### src/rtl/ddr_cmd_timing_monitor.sv
// ddr_cmd_timing_monitor
//   Observes the DDR command stream, tracks per-bank open/closed state and
//   checks every issued command against the DRAM timing rules. A violating
//   command produces a one-cycle registered report on the cycle after it.
// Ports:
//   clk, rst            clock, asynchronous active-high reset
//   cmd_valid/cmd/cmd_bank  sampled command (ddr_cmd_t encoding)
//   stats_clr           synchronous clear of viol_count (wins over increment)
//   bank_open           per-bank open flags
//   viol_valid/mask/code/bank  report for the previous cycle's command
//   viol_count          saturating count of violating commands
module ddr_cmd_timing_monitor #(
    parameter int NUM_BANKS = 8,
    parameter int CW        = 8,
    parameter int T_RCD     = 18,
    parameter int T_RP      = 18,
    parameter int T_RAS     = 42,
    parameter int T_RRD     = 8,
    parameter int T_WR      = 15,
    parameter int T_RTP     = 8,
    parameter int T_WTR     = 8,
    parameter int T_CCD     = 4,
    parameter int T_FAW     = 40
) (
    input  logic                         clk,
    input  logic                         rst,
    input  logic                         cmd_valid,
    input  logic [3:0]                   cmd,
    input  logic [$clog2(NUM_BANKS)-1:0] cmd_bank,
    input  logic                         stats_clr,
    output logic [NUM_BANKS-1:0]         bank_open,
    output logic                         viol_valid,
    output logic [8:0]                   viol_mask,
    output logic [3:0]                   viol_code,
    output logic [$clog2(NUM_BANKS)-1:0] viol_bank,
    output logic [15:0]                  viol_count
);
    localparam int BW = $clog2(NUM_BANKS);

    typedef enum logic [3:0] {
        CMD_MRS  = 4'b0000,
        CMD_REF  = 4'b0001,
        CMD_PRE  = 4'b0010,
        CMD_ACT  = 4'b0011,
        CMD_WR   = 4'b0100,
        CMD_RD   = 4'b0101,
        CMD_NOP  = 4'b0111,
        CMD_DES  = 4'b1000,
        CMD_PREA = 4'b1010
    } ddr_cmd_t;

    localparam logic [CW-1:0] AGE_MAX = {CW{1'b1}};
    localparam logic [CW-1:0] AGE_ONE = CW'(1);
    localparam logic [CW-1:0] TA_RCD  = CW'(T_RCD);
    localparam logic [CW-1:0] TA_RP   = CW'(T_RP);
    localparam logic [CW-1:0] TA_RAS  = CW'(T_RAS);
    localparam logic [CW-1:0] TA_RRD  = CW'(T_RRD);
    localparam logic [CW-1:0] TA_WR   = CW'(T_WR);
    localparam logic [CW-1:0] TA_RTP  = CW'(T_RTP);
    localparam logic [CW-1:0] TA_WTR  = CW'(T_WTR);
    localparam logic [CW-1:0] TA_CCD  = CW'(T_CCD);
    localparam logic [CW-1:0] TA_FAW  = CW'(T_FAW);

    function automatic logic [CW-1:0] sat_inc(input logic [CW-1:0] a);
        return (a == AGE_MAX) ? a : a + AGE_ONE;
    endfunction

    logic [CW-1:0] act_age_q [NUM_BANKS], act_age_d [NUM_BANKS];
    logic [CW-1:0] pre_age_q [NUM_BANKS], pre_age_d [NUM_BANKS];
    logic [CW-1:0] wr_age_q  [NUM_BANKS], wr_age_d  [NUM_BANKS];
    logic [CW-1:0] rd_age_q  [NUM_BANKS], rd_age_d  [NUM_BANKS];
    logic [CW-1:0] faw_age_q [4],         faw_age_d [4];
    logic [CW-1:0] last_act_q, last_act_d, last_col_q, last_col_d, last_wr_q, last_wr_d;
    logic [NUM_BANKS-1:0] bank_open_q, bank_open_d;
    logic          viol_valid_q, viol_valid_d;
    logic [8:0]    viol_mask_q, viol_mask_d;
    logic [3:0]    viol_code_q, viol_code_d;
    logic [BW-1:0] viol_bank_q, viol_bank_d;
    logic [15:0]   viol_count_q, viol_count_d;

    logic          is_act_s, is_rd_s, is_wr_s, is_pre_s, is_prea_s;
    logic [8:0]    mask_s;
    logic [BW-1:0] bank_s;
    logic [2:0]    bits_s;
    logic          found_s;

    assign is_act_s  = cmd_valid && (cmd == CMD_ACT);
    assign is_rd_s   = cmd_valid && (cmd == CMD_RD);
    assign is_wr_s   = cmd_valid && (cmd == CMD_WR);
    assign is_pre_s  = cmd_valid && (cmd == CMD_PRE);
    assign is_prea_s = cmd_valid && (cmd == CMD_PREA);

    // Rule checks of the current command against the ages left by earlier commands.
    always_comb begin
        mask_s  = 9'd0;
        bank_s  = cmd_bank;
        bits_s  = 3'd0;
        found_s = 1'b0;
        if (cmd_valid) begin
            case (cmd)
                CMD_ACT: begin
                    mask_s[0] = faw_age_q[3] < TA_FAW;
                    mask_s[2] = pre_age_q[cmd_bank] < TA_RP;
                    mask_s[4] = last_act_q < TA_RRD;
                    mask_s[8] = bank_open_q[cmd_bank];
                end
                CMD_RD: begin
                    mask_s[1] = act_age_q[cmd_bank] < TA_RCD;
                    mask_s[7] = last_wr_q < TA_WTR;
                    // tCCD has no code of its own and reports as ILLEGAL
                    mask_s[8] = (last_col_q < TA_CCD) | ~bank_open_q[cmd_bank];
                end
                CMD_WR: begin
                    mask_s[1] = act_age_q[cmd_bank] < TA_RCD;
                    mask_s[8] = (last_col_q < TA_CCD) | ~bank_open_q[cmd_bank];
                end
                CMD_PRE: begin
                    mask_s[3] = act_age_q[cmd_bank] < TA_RAS;
                    mask_s[5] = wr_age_q[cmd_bank]  < TA_WR;
                    mask_s[6] = rd_age_q[cmd_bank]  < TA_RTP;
                end
                CMD_PREA: begin
                    // Only open banks are checked; the first offender names the bank.
                    for (int i = 0; i < NUM_BANKS; i++) begin
                        bits_s = {rd_age_q[i] < TA_RTP, wr_age_q[i] < TA_WR,
                                  act_age_q[i] < TA_RAS} & {3{bank_open_q[i]}};
                        mask_s[3] = mask_s[3] | bits_s[0];
                        mask_s[5] = mask_s[5] | bits_s[1];
                        mask_s[6] = mask_s[6] | bits_s[2];
                        bank_s    = ((|bits_s) && !found_s) ? BW'(i) : bank_s;
                        found_s   = found_s | (|bits_s);
                    end
                end
                CMD_REF, CMD_MRS: mask_s[8] = |bank_open_q;
                CMD_NOP, CMD_DES: mask_s = 9'd0;
                default:          mask_s[8] = 1'b1;
            endcase
        end else begin
            mask_s = 9'd0;
        end
    end

    // Report encoding and saturating violation counter.
    always_comb begin
        viol_valid_d = |mask_s;
        viol_mask_d  = mask_s;
        viol_code_d  = 4'd0;
        for (int i = 8; i >= 0; i--) begin
            viol_code_d = mask_s[i] ? 4'(i) : viol_code_d;
        end
        viol_bank_d  = viol_valid_d ? bank_s : {BW{1'b0}};
        viol_count_d = stats_clr ? 16'd0 :
                       (viol_valid_d && (viol_count_q != 16'hFFFF)) ? viol_count_q + 16'd1 :
                       viol_count_q;
    end

    // Age and bank-state next values; state changes apply even on violation.
    always_comb begin
        for (int i = 0; i < NUM_BANKS; i++) begin
            act_age_d[i] = (is_act_s && (cmd_bank == BW'(i))) ? AGE_ONE : sat_inc(act_age_q[i]);
            pre_age_d[i] = ((is_pre_s && (cmd_bank == BW'(i))) || is_prea_s) ?
                           AGE_ONE : sat_inc(pre_age_q[i]);
            // Column commands to a closed bank only touch the global ages
            wr_age_d[i]  = (is_wr_s && (cmd_bank == BW'(i)) && bank_open_q[i]) ?
                           AGE_ONE : sat_inc(wr_age_q[i]);
            rd_age_d[i]  = (is_rd_s && (cmd_bank == BW'(i)) && bank_open_q[i]) ?
                           AGE_ONE : sat_inc(rd_age_q[i]);
            bank_open_d[i] = (is_act_s && (cmd_bank == BW'(i))) ? 1'b1 :
                             (((is_pre_s && (cmd_bank == BW'(i))) || is_prea_s) ? 1'b0 :
                              bank_open_q[i]);
        end
        last_act_d = is_act_s ? AGE_ONE : sat_inc(last_act_q);
        last_col_d = (is_rd_s || is_wr_s) ? AGE_ONE : sat_inc(last_col_q);
        last_wr_d  = is_wr_s ? AGE_ONE : sat_inc(last_wr_q);
        // Four-deep ACT history: a new ACT shifts the older ages down one slot
        faw_age_d[0] = is_act_s ? AGE_ONE : sat_inc(faw_age_q[0]);
        for (int k = 1; k < 4; k++) begin
            faw_age_d[k] = is_act_s ? sat_inc(faw_age_q[k-1]) : sat_inc(faw_age_q[k]);
        end
    end

    // State and report registers.
    always_ff @(posedge clk or posedge rst) begin
        if (rst) begin
            for (int i = 0; i < NUM_BANKS; i++) begin
                act_age_q[i] <= AGE_MAX;
                pre_age_q[i] <= AGE_MAX;
                wr_age_q[i]  <= AGE_MAX;
                rd_age_q[i]  <= AGE_MAX;
            end
            for (int k = 0; k < 4; k++) begin
                faw_age_q[k] <= AGE_MAX;
            end
            last_act_q   <= AGE_MAX;
            last_col_q   <= AGE_MAX;
            last_wr_q    <= AGE_MAX;
            bank_open_q  <= {NUM_BANKS{1'b0}};
            viol_valid_q <= 1'b0;
            viol_mask_q  <= 9'd0;
            viol_code_q  <= 4'd0;
            viol_bank_q  <= {BW{1'b0}};
            viol_count_q <= 16'd0;
        end else begin
            act_age_q    <= act_age_d;
            pre_age_q    <= pre_age_d;
            wr_age_q     <= wr_age_d;
            rd_age_q     <= rd_age_d;
            faw_age_q    <= faw_age_d;
            last_act_q   <= last_act_d;
            last_col_q   <= last_col_d;
            last_wr_q    <= last_wr_d;
            bank_open_q  <= bank_open_d;
            viol_valid_q <= viol_valid_d;
            viol_mask_q  <= viol_mask_d;
            viol_code_q  <= viol_code_d;
            viol_bank_q  <= viol_bank_d;
            viol_count_q <= viol_count_d;
        end
    end

    assign bank_open  = bank_open_q;
    assign viol_valid = viol_valid_q;
    assign viol_mask  = viol_mask_q;
    assign viol_code  = viol_code_q;
    assign viol_bank  = viol_bank_q;
    assign viol_count = viol_count_q;
endmodule

### config.mk
export PLATFORM = sky130hd
export DESIGN_NAME = ddr_cmd_timing_monitor
export DESIGN_NICKNAME = d
export VERILOG_FILES = /design/src/rtl/ddr_cmd_timing_monitor.sv
export SDC_FILE = /design/constraint.sdc
export NUM_CORES = 1
export LEC_CHECK = 0
export BUFFER_PORTS_ARGS = -buffer_cell sky130_fd_sc_hd__buf_2
export CAP_MARGIN = 10
export CORE_ASPECT_RATIO = 1.2
export CORE_MARGIN = 8
export CORE_UTILIZATION = 44
export CTS_CLUSTER_SIZE = 8
export DETAILED_ROUTE_END_ITERATION = 10
export REMOVE_ABC_BUFFERS = 1
export SYNTH_ARGS = -nofsm -noshare
export SYNTH_HDL_FRONTEND = slang
export SYNTH_SLANG_ARGS = --single-unit
### constraint.sdc
create_clock -name clk -period 32 [get_ports clk]
set_input_delay 3.2 -clock clk [delete_from_list [all_inputs] [get_ports clk]]
set_output_delay 3.2 -clock clk [all_outputs]
set_load 0.02 [all_outputs]
==> run metrics, run 1 <==
crit path max-delay cell type=buf_2; quantity of I/O buffers inserted on ports=between 50 and 60; filler instances=between 3000 and 4000; number of buffers added for setup after CTS=0; worst hold-check path type=reg -> reg; Die Area=approximately 50000 um2; most used flip-flop cell after synthesis=dfstp_2; cell area after layout=~21000 um2; antenna violations before repair=4; NumNets Final=2070; fraction of final layout cells with drive strength greater than 1=0.2229; flop and latch count out of synthesis=about 350; Clock Latency Late Sink=between 500 and 600 ps; total global-route track usage=0.1863; outcome=finished clean; vias in the first global route=between 10000 and 15000; Hold-fix buffers, CTS=0; Routed Wire Length=between 40 and 50 mm; number of max-cap violations=0; leading cell types in the layout, fill and taps excluded=312 x dfstp_2, 310 x nor2_1, 166 x nand3_1, 119 x nand2_1, 108 x and3_1; cell area after technology mapping=18850 um2; worst setup slack before clock tree synthesis=approximately 25000 ps; clock tree buffer depth=3; Post-Syn Instances=about 2000; CP delay by family, top=buffers and inverters; total cell area at the placement stage=19690 um2; routed vias=14970; initial core utilization=0.4426; internal power=1.374 mW; Yosys Warn Count=0; buffering stage count on the worst path with inverters included=2; Worst Setup Start Kind=input port; clock edge transition at the registers on the reported setup and hold paths=~50 ps; proportion of power drawn by the clock network=0.223; relative contribution of combinational cells to total power=0.283; CTS Root Cell=clkbuf_16; Area Overhead vs Synth=11.72%; Worst Setup Path Type=in -> reg; worst-path maximum fanout=36; horizontal extent of the die=about 200 um; final worst setup slack=25400 ps; Net Sw Power=0.7610 mW; average vias per placed instance=a little under 6; Routed wire per std cell=~18 um; htree depth=2; number of ports placed on the die boundary=52; fraction of power spent switching nets=0.3565; crit path capture type=register; leakage power figure=~8.7 nW; final number of hold-violating endpoints=0; clock buffer count from CTS=50; sequential cell fraction of total power=0.494; post-route DRC violation count=0; Overflow after GRT=0; count of instances resized after the clock tree is built=0; unrepaired setup endpoints after global routing=no; maximum number of pins on one net before global-route repair=155; final HPWL from detailed placement=about 32 mm; Peak supply drop=approximately 0.042 mV; commonest non-fill, non-tap cell in the layout=dfstp_2; total power consumption of the routed design=2.135 mW; total negative slack for setup checks=0 ps; final count of negative-setup-slack endpoints=0; Layout Skew=33.01 ps; CTS tree=done; placeable core area=~43000 um2; CTS sink cnt=353; signal arrival time at the worst endpoint=7070 ps; power density over the cells=101.4 nW/um2; async set-reset flop share out of synthesis=1.000; starting DRC count in detailed routing=approximately 950; Final Max Tran Viols=0; crit path time final=about 6600 ps; number of enable-type register cells in the synthesized netlist=0; number of antenna-violating nets in the routed design=0; y dimension of the die=approximately 240 um; post-synthesis sequential area ratio=0.4894; required time of the critical path=roughly 32000 ps; syn_area_per_cell=between 9 and 10 um2; Final period util=0.2063; Fmax achieved=151.5 MHz; global-route wire length before repair=roughly 76 mm; number of cell rows=83; worst slew margin relative to its limit=0.2035; Worst Max-Slew Pin Slew=about 1200 ps; last weighted congestion value of the routability-driven placer=0.8702; ordered list of cells on the worst path=buf_2 -> inv_1 -> mux4_2 -> o21ai_0 -> a2111oi_0 -> or3_1 -> or4_4 -> o21ai_4 -> nor2_1 -> a31o_2; largest incremental delay on the critical path=670 ps; number of distinct library cell variants in the gate-level netlist after synthesis=72; Detailed Routing Iterations Pass 1=6
routing by layer:
metal  part of all wire  up-vias  track usage  wire, um
li1                   -     7241            -         -
met1               0.43     7298       0.2319     19840
met2               0.49      324       0.3137     22770
met3              0.049      106      0.03478      2285
met4              0.036        2      0.07556      1655
met5            0.00030        -            0        14
power groups by stage:
stage	Sequential [mW]	Clock, mW	Combinational (mW)
2_1_floorplan	0.981	0	0.493
3_3_place_gp	1.04	0	0.586
3_5_place_dp	1.05	0	0.609
4_1_cts	1.05	0.493	0.612
5_1_grt	1.09	0.511	0.698
6_report	1.05	0.477	0.604
cell type report:
| class | count | area [um2] | area share |
|---|---|---|---|
| inverters | 25 | 101.3 | 0.004813 |
| well taps | 552 | 690.7 | 0.03280 |
| clock buffers | 63 | 1310 | 0.06222 |
| multi-input cells | 1528 | 9335 | 0.4434 |
| diodes | 2 | 5.005 | 0.0002377 |
| clock inverters | 2 | 46.29 | 0.002199 |
| repair buffers | 61 | 342.8 | 0.01628 |
| flip-flops and latches | 353 | 9224 | 0.4381 |
through the flow:
step,std cells,hold WS [ps],util
4_1_cts,2584,510.7,0.4944
3_3_place_gp,2519,493.5,0.4625
3_5_place_dp,2519,503.8,0.4625
6_report,2586,509.0,0.4945
5_1_grt,2586,526.1,0.4945
2_1_floorplan,1906,477.8,-
sequential cells by signal, indices dropped and copies added (netlist names):
| register | cells |
|---|---|
| act_age_q | 64 |
| last_act_q | 8 |
| wr_age_q | 64 |
| last_wr_q | 8 |
| viol_bank | 3 |
| bank_open | 8 |
| pre_age_q | 64 |
| viol_mask | 9 |
| last_col_q | 8 |
| viol_count | 16 |
| viol_valid | 1 |
| rd_age_q | 64 |
| faw_age_q | 32 |
| viol_code | 4 |
cells in the mapped netlist, types with 10 or more instances:
cell      instances  area (um2)
nand2b_1         32       200.2
ha_1             40       500.5
a31oi_1          36       225.2
or4_1            22       165.2
nand2_1         119       446.7
mux4_2           10       225.2
o211ai_1         11       82.58
a21oi_1          40       200.2
clkbuf_1         31       116.4
nor3_1           54       270.3
xor2_1           86       753.2
o31ai_1          10       75.07
dfstp_2         312        8198
and3_1          108       675.7
o21ai_0         106       530.5
nor4_1           19       118.9
nor3b_1          10       75.07
a211oi_1         39       292.8
mux2i_1          64       640.6
nor2_1          310        1164
xnor2_1          45       394.1
o22ai_1          13       81.33
dfrtp_1          41        1026
nand4_1          57       356.6
inv_1            24       90.09
nand3b_1         12       90.09
nand3_1         166       830.8
nor2b_1          16       100.1
kinds of logic (layout without fill, tap and decap cells):
kind of cell	count (synthesis)	count (layout)	synth area share
buf+inv	69	151	0.01593
other cells	0	2	0
flops	353	353	0.4894
xor+xnor	131	131	0.06088
simple gates	965	965	0.2551
fa+ha+maj	40	40	0.02656
compound gates	318	318	0.1062
mux	74	74	0.04594
tightest hold or removal path, delay by kind of cell (launching register included):
kind,cells,cell delay (ps)
flip-flops,1,370
buffers and inverters,1,60
AO/OA/AOI/OAI,1,60
worst paths after layout:
| path | startpoint | to | slack, ps | cells after the start |
|---|---|---|---|---|
| worst max register to register | wr_age_q[24] | viol_count[7] | 28380 | 10 |
| min in group asynchronous | rst | bank_open[3] | 2880 | 2 |
| worst max-delay path | cmd_bank[0] | viol_count[7] | 25400 | 10 |
| max in group asynchronous | rst | bank_open[7] | 27060 | 4 |
| worst min register to register | pre_age_q[62] | pre_age_q[62] | 510 | 2 |
| worst min-delay path | pre_age_q[62] | pre_age_q[62] | 510 | 2 |
No activity file was read; power rests on OpenSTA's default activity.
==> run 2, diff against run 1 <==
--- a/config.mk
+++ b/config.mk
@@ -5,6 +5,7 @@
 export SDC_FILE = /design/constraint.sdc
 export NUM_CORES = 1
 export LEC_CHECK = 0
+export ABC_AREA = 1
 export BUFFER_PORTS_ARGS = -buffer_cell sky130_fd_sc_hd__buf_2
 export CAP_MARGIN = 10
 export CORE_ASPECT_RATIO = 1.2
==> constraint.sdc (replaced) <==
create_clock -name clk -period 6.55 [get_ports clk]
set_input_delay 0.655 -clock clk [delete_from_list [all_inputs] [get_ports clk]]
set_output_delay 0.655 -clock clk [all_outputs]
set_load 0.02 [all_outputs]
==> run 2 against run 1 <==
Clock skew down 7.6 ps. Critical path depth up 5. Synthesized cell count is 32% higher. First-iteration DRC count increased by 31%. Synthesized area up 5.8%. Wire length is 15% higher. Sequential cell count unchanged. Non-clock buffer count fell by 6. Largest power group unchanged.
==> run metrics, run 2 <==
outcome=finished clean; Routed Wire Length=53.59 mm (+15%); average vias per placed instance=5.430 (-6.2%); Net Sw Power=3.948 mW (+420%); Area Overhead vs Synth=11.20%; number of cell rows=85 (+2.4%); crit path time final=roughly 3600 ps; number of buffers added for setup after CTS=0 (unchanged); number of distinct library cell variants in the gate-level netlist after synthesis=48 (-33%); fraction of power spent switching nets=0.3762 (+0.01978); most numerous cell types in the synthesized netlist=459 x nand2_1, 389 x inv_1, 312 x dfstp_2; crit path capture type=register; cell taking the most area after synthesis=dfstp_2; Layout Skew=25.41 ps (-7.599 ps); final worst setup slack=2919 ps (-22480 ps); syn_area_per_cell=7.772 um2 (-20%); routed vias=17750 (+19%); flop and latch count out of synthesis=353 (unchanged); Worst Setup Start Kind=input port; leading cell types in the layout, fill and taps excluded=459 x nand2_1, 388 x inv_1, 312 x dfstp_2, 298 x nor2_1, 211 x o21ai_0; signal arrival time at the worst endpoint=4140 ps (-2930 ps); internal power=6.544 mW (+380%); required time of the critical path=7060 ps (-25410 ps); antenna violations before repair=3 (-1); worst-path maximum fanout=28 (-22%); relative contribution of combinational cells to total power=0.320 (+0.037); initial core utilization=0.4452 (+0.002604); final count of negative-setup-slack endpoints=0 (unchanged); worst slew margin relative to its limit=0.1690 (-0.03459); final standard cell utilization of the core=0.4951 (+0.0005910); clock buffer count from CTS=50 (unchanged); area share of the largest cell type after synthesis=0.4112 (-0.02375); Overflow after GRT=0 (unchanged); final number of hold-violating endpoints=0 (unchanged); CTS tree=done; Worst Max-Slew Pin Slew=1245 ps (+59.67 ps); unrepaired setup endpoints after global routing=no; quantity of I/O buffers inserted on ports=51 (unchanged); number of antenna-violating nets in the routed design=0 (unchanged); worst setup slack before clock tree synthesis=2409 ps (-22470 ps); clock tree buffer depth=3 (unchanged); maximum number of pins on one net before global-route repair=175 (+13%); horizontal extent of the die=210.3 um (+2.6%); Clock Latency Late Sink=580 ps (about the same); proportion of power drawn by the clock network=0.221 (-0.002); post-route DRC violation count=0 (unchanged); Hold-fix buffers, CTS=0 (unchanged); Worst Setup Path Type=in -> reg; number of enable-type register cells in the synthesized netlist=0 (unchanged); CTS sink cnt=353 (unchanged); Post-Syn Instances=2565 (+32%); power density over the cells=473.3 nW/um2 (+370%); Die Area=52400 um2 (+5.4%); Yosys Warn Count=0 (unchanged); Final period util=0.5543; sequential cell fraction of total power=0.460 (-0.034); async set-reset flop share out of synthesis=1.000 (unchanged); y dimension of the die=249.2 um (+2.7%); Final Max Tran Viols=0 (unchanged); starting DRC count in detailed routing=1243 (+31%); total global-route track usage=0.2040 (+0.01770); commonest non-fill, non-tap cell in the layout=nand2_1; Routed wire per std cell=16.40 um (-8.9%); leakage power figure=10.29 nW (+18%); cell area after technology mapping=19940 um2 (+5.8%); clock edge transition at the registers on the reported setup and hold paths=50 ps (about the same); count of instances resized after the clock tree is built=0 (unchanged); Peak supply drop=0.1991 mV (+370%); last weighted congestion value of the routability-driven placer=0.9332 (+7.2%); htree depth=2 (unchanged); sequential cell area=9224 um2 (unchanged); Area contributors post-synth=dfstp_2 41%, nand2_1 8.6%, inv_1 7.3%, nor2_1 5.6%, o21ai_0 5.3%; vias in the first global route=17120 (+19%); number of max-cap violations=0 (unchanged); setup slack, reg-to-reg=3230 ps (-25150 ps); ordered list of cells on the worst path=buf_2 -> nand2_1 -> inv_2 -> o21ai_0 -> nand3_1 -> nor2_1 -> nor2_1 -> nor2_1 -> nand2_1 -> nand3_1 -> nor2_2 -> nand3_2 -> nand2_4 -> nand3_1 -> nand2_1; CTS Root Cell=clkbuf_16; placeable core area=44770 um2 (+5.2%); Detailed Routing Iterations Pass 1=6 (unchanged); number of ports placed on the die boundary=52 (unchanged); fraction of final layout cells with drive strength greater than 1=0.1656 (-0.05733); post-synthesis sequential area ratio=0.4627 (-0.02672); Fmax achieved=275.4 MHz; crit path max-delay cell type=nand2_1; most frequent cell after synthesis=nand2_1; worst hold-check path type=in -> async; global-route wire length before repair=88.13 mm (+15%); final HPWL from detailed placement=39.00 mm (+20%); total area of multi-input combinational cells=9032 um2 (-3.2%); most used flip-flop cell after synthesis=dfstp_2; largest incremental delay on the critical path=500 ps (-170 ps); NumNets Final=2689 (+30%); filler instances=4347 (+10%)
[run 2: changes by cell type after synthesis, moves of 16 or more]
| cell | before | now |
|---|---|---|
| xor2_1 | 86 | 57 |
| nand2b_1 | 32 | 0 |
| nand2_1 | 119 | 459 |
| nor3_1 | 54 | 136 |
| o21ai_0 | 106 | 211 |
| clkbuf_1 | 31 | 12 |
| a21oi_1 | 40 | 153 |
| or4_1 | 22 | 1 |
| mux2i_1 | 64 | 6 |
| and3_1 | 108 | 3 |
| xnor2_1 | 45 | 20 |
| nor2b_1 | 16 | 0 |
| inv_1 | 24 | 389 |
[run 2: stage by stage]
stage	TNS [ps]	hold WS, ps	cells	power, mW	cell area (um2)
after floorplan	-361770	451.9	2531	7.153	19740
after global placement	0	470.2	3195	8.061	20800
after detailed placement	0	476.0	3195	8.171	20800
after CTS	0	231.4	3266	10.58	22160
after global routing	0	236.9	3266	11.35	22160
final	0	184.4	3268	10.49	22170
[run 2: routing by layer]
metal	vias up	wire length, um	track usage
li1	8693	-	-
met1	8474	23700	0.2642
met2	468	25180	0.3356
met3	109	3071	0.03838
met4	2	1638	0.07398
met5	-	8	0
[run 2: cell type report]
| class | instances | area share |
|---|---|---|
| multi-input cells | 1784 | 0.4075 |
| repair buffers | 55 | 0.01343 |
| diodes | 2 | 0.0002258 |
| clock buffers | 69 | 0.06062 |
| flip-flops and latches | 353 | 0.4161 |
| well taps | 609 | 0.03437 |
| clock inverters | 2 | 0.0007338 |
| inverters | 394 | 0.06705 |
[run 2: power groups by stage]
stage / Sequential, mW / Combinational, mW / Clock [mW]
finish: 4.82 / 3.35 / 2.32
global route: 4.99 / 3.88 / 2.48
CTS: 4.81 / 3.37 / 2.40
detailed placement: 4.82 / 3.35 / 0
global placement: 4.80 / 3.26 / 0
floorplan: 4.52 / 2.63 / 0
[run 2: logic make-up (layout without fill, tap and decap cells)]
group                      Yosys count  after routing  share of synthesized area
AOI/OAI and AO/OA                  485            485                     0.1341
xor gates and xnor gates            77             77                    0.03383
adders and majority gates           40             40                    0.02511
buffers and inverters              428            520                    0.08423
DFF                                353            353                     0.4627
muxes                                7              7                   0.003578
other                                0              2                          0
and+or+nand+nor                   1175           1175                     0.2564
[run 2: worst max-delay path, delay by kind of cell]
kind	cells	cell delay [ps]
compound gates	1	170
simple gates	12	2320
buf+inv	2	960
[run 2: worst paths after layout]
kind                                   start  cells after the start             end
max in group asynchronous                rst                      3    bank_open[5]
worst max-delay path             cmd_bank[0]                     15  viol_count[11]
worst min register to register  wr_age_q[15]                      2    wr_age_q[14]
worst min-delay path                     rst                      2      viol_valid
worst max register to register  wr_age_q[24]                     13  viol_count[11]
min in group clk                   cmd_valid                      3    viol_mask[8]
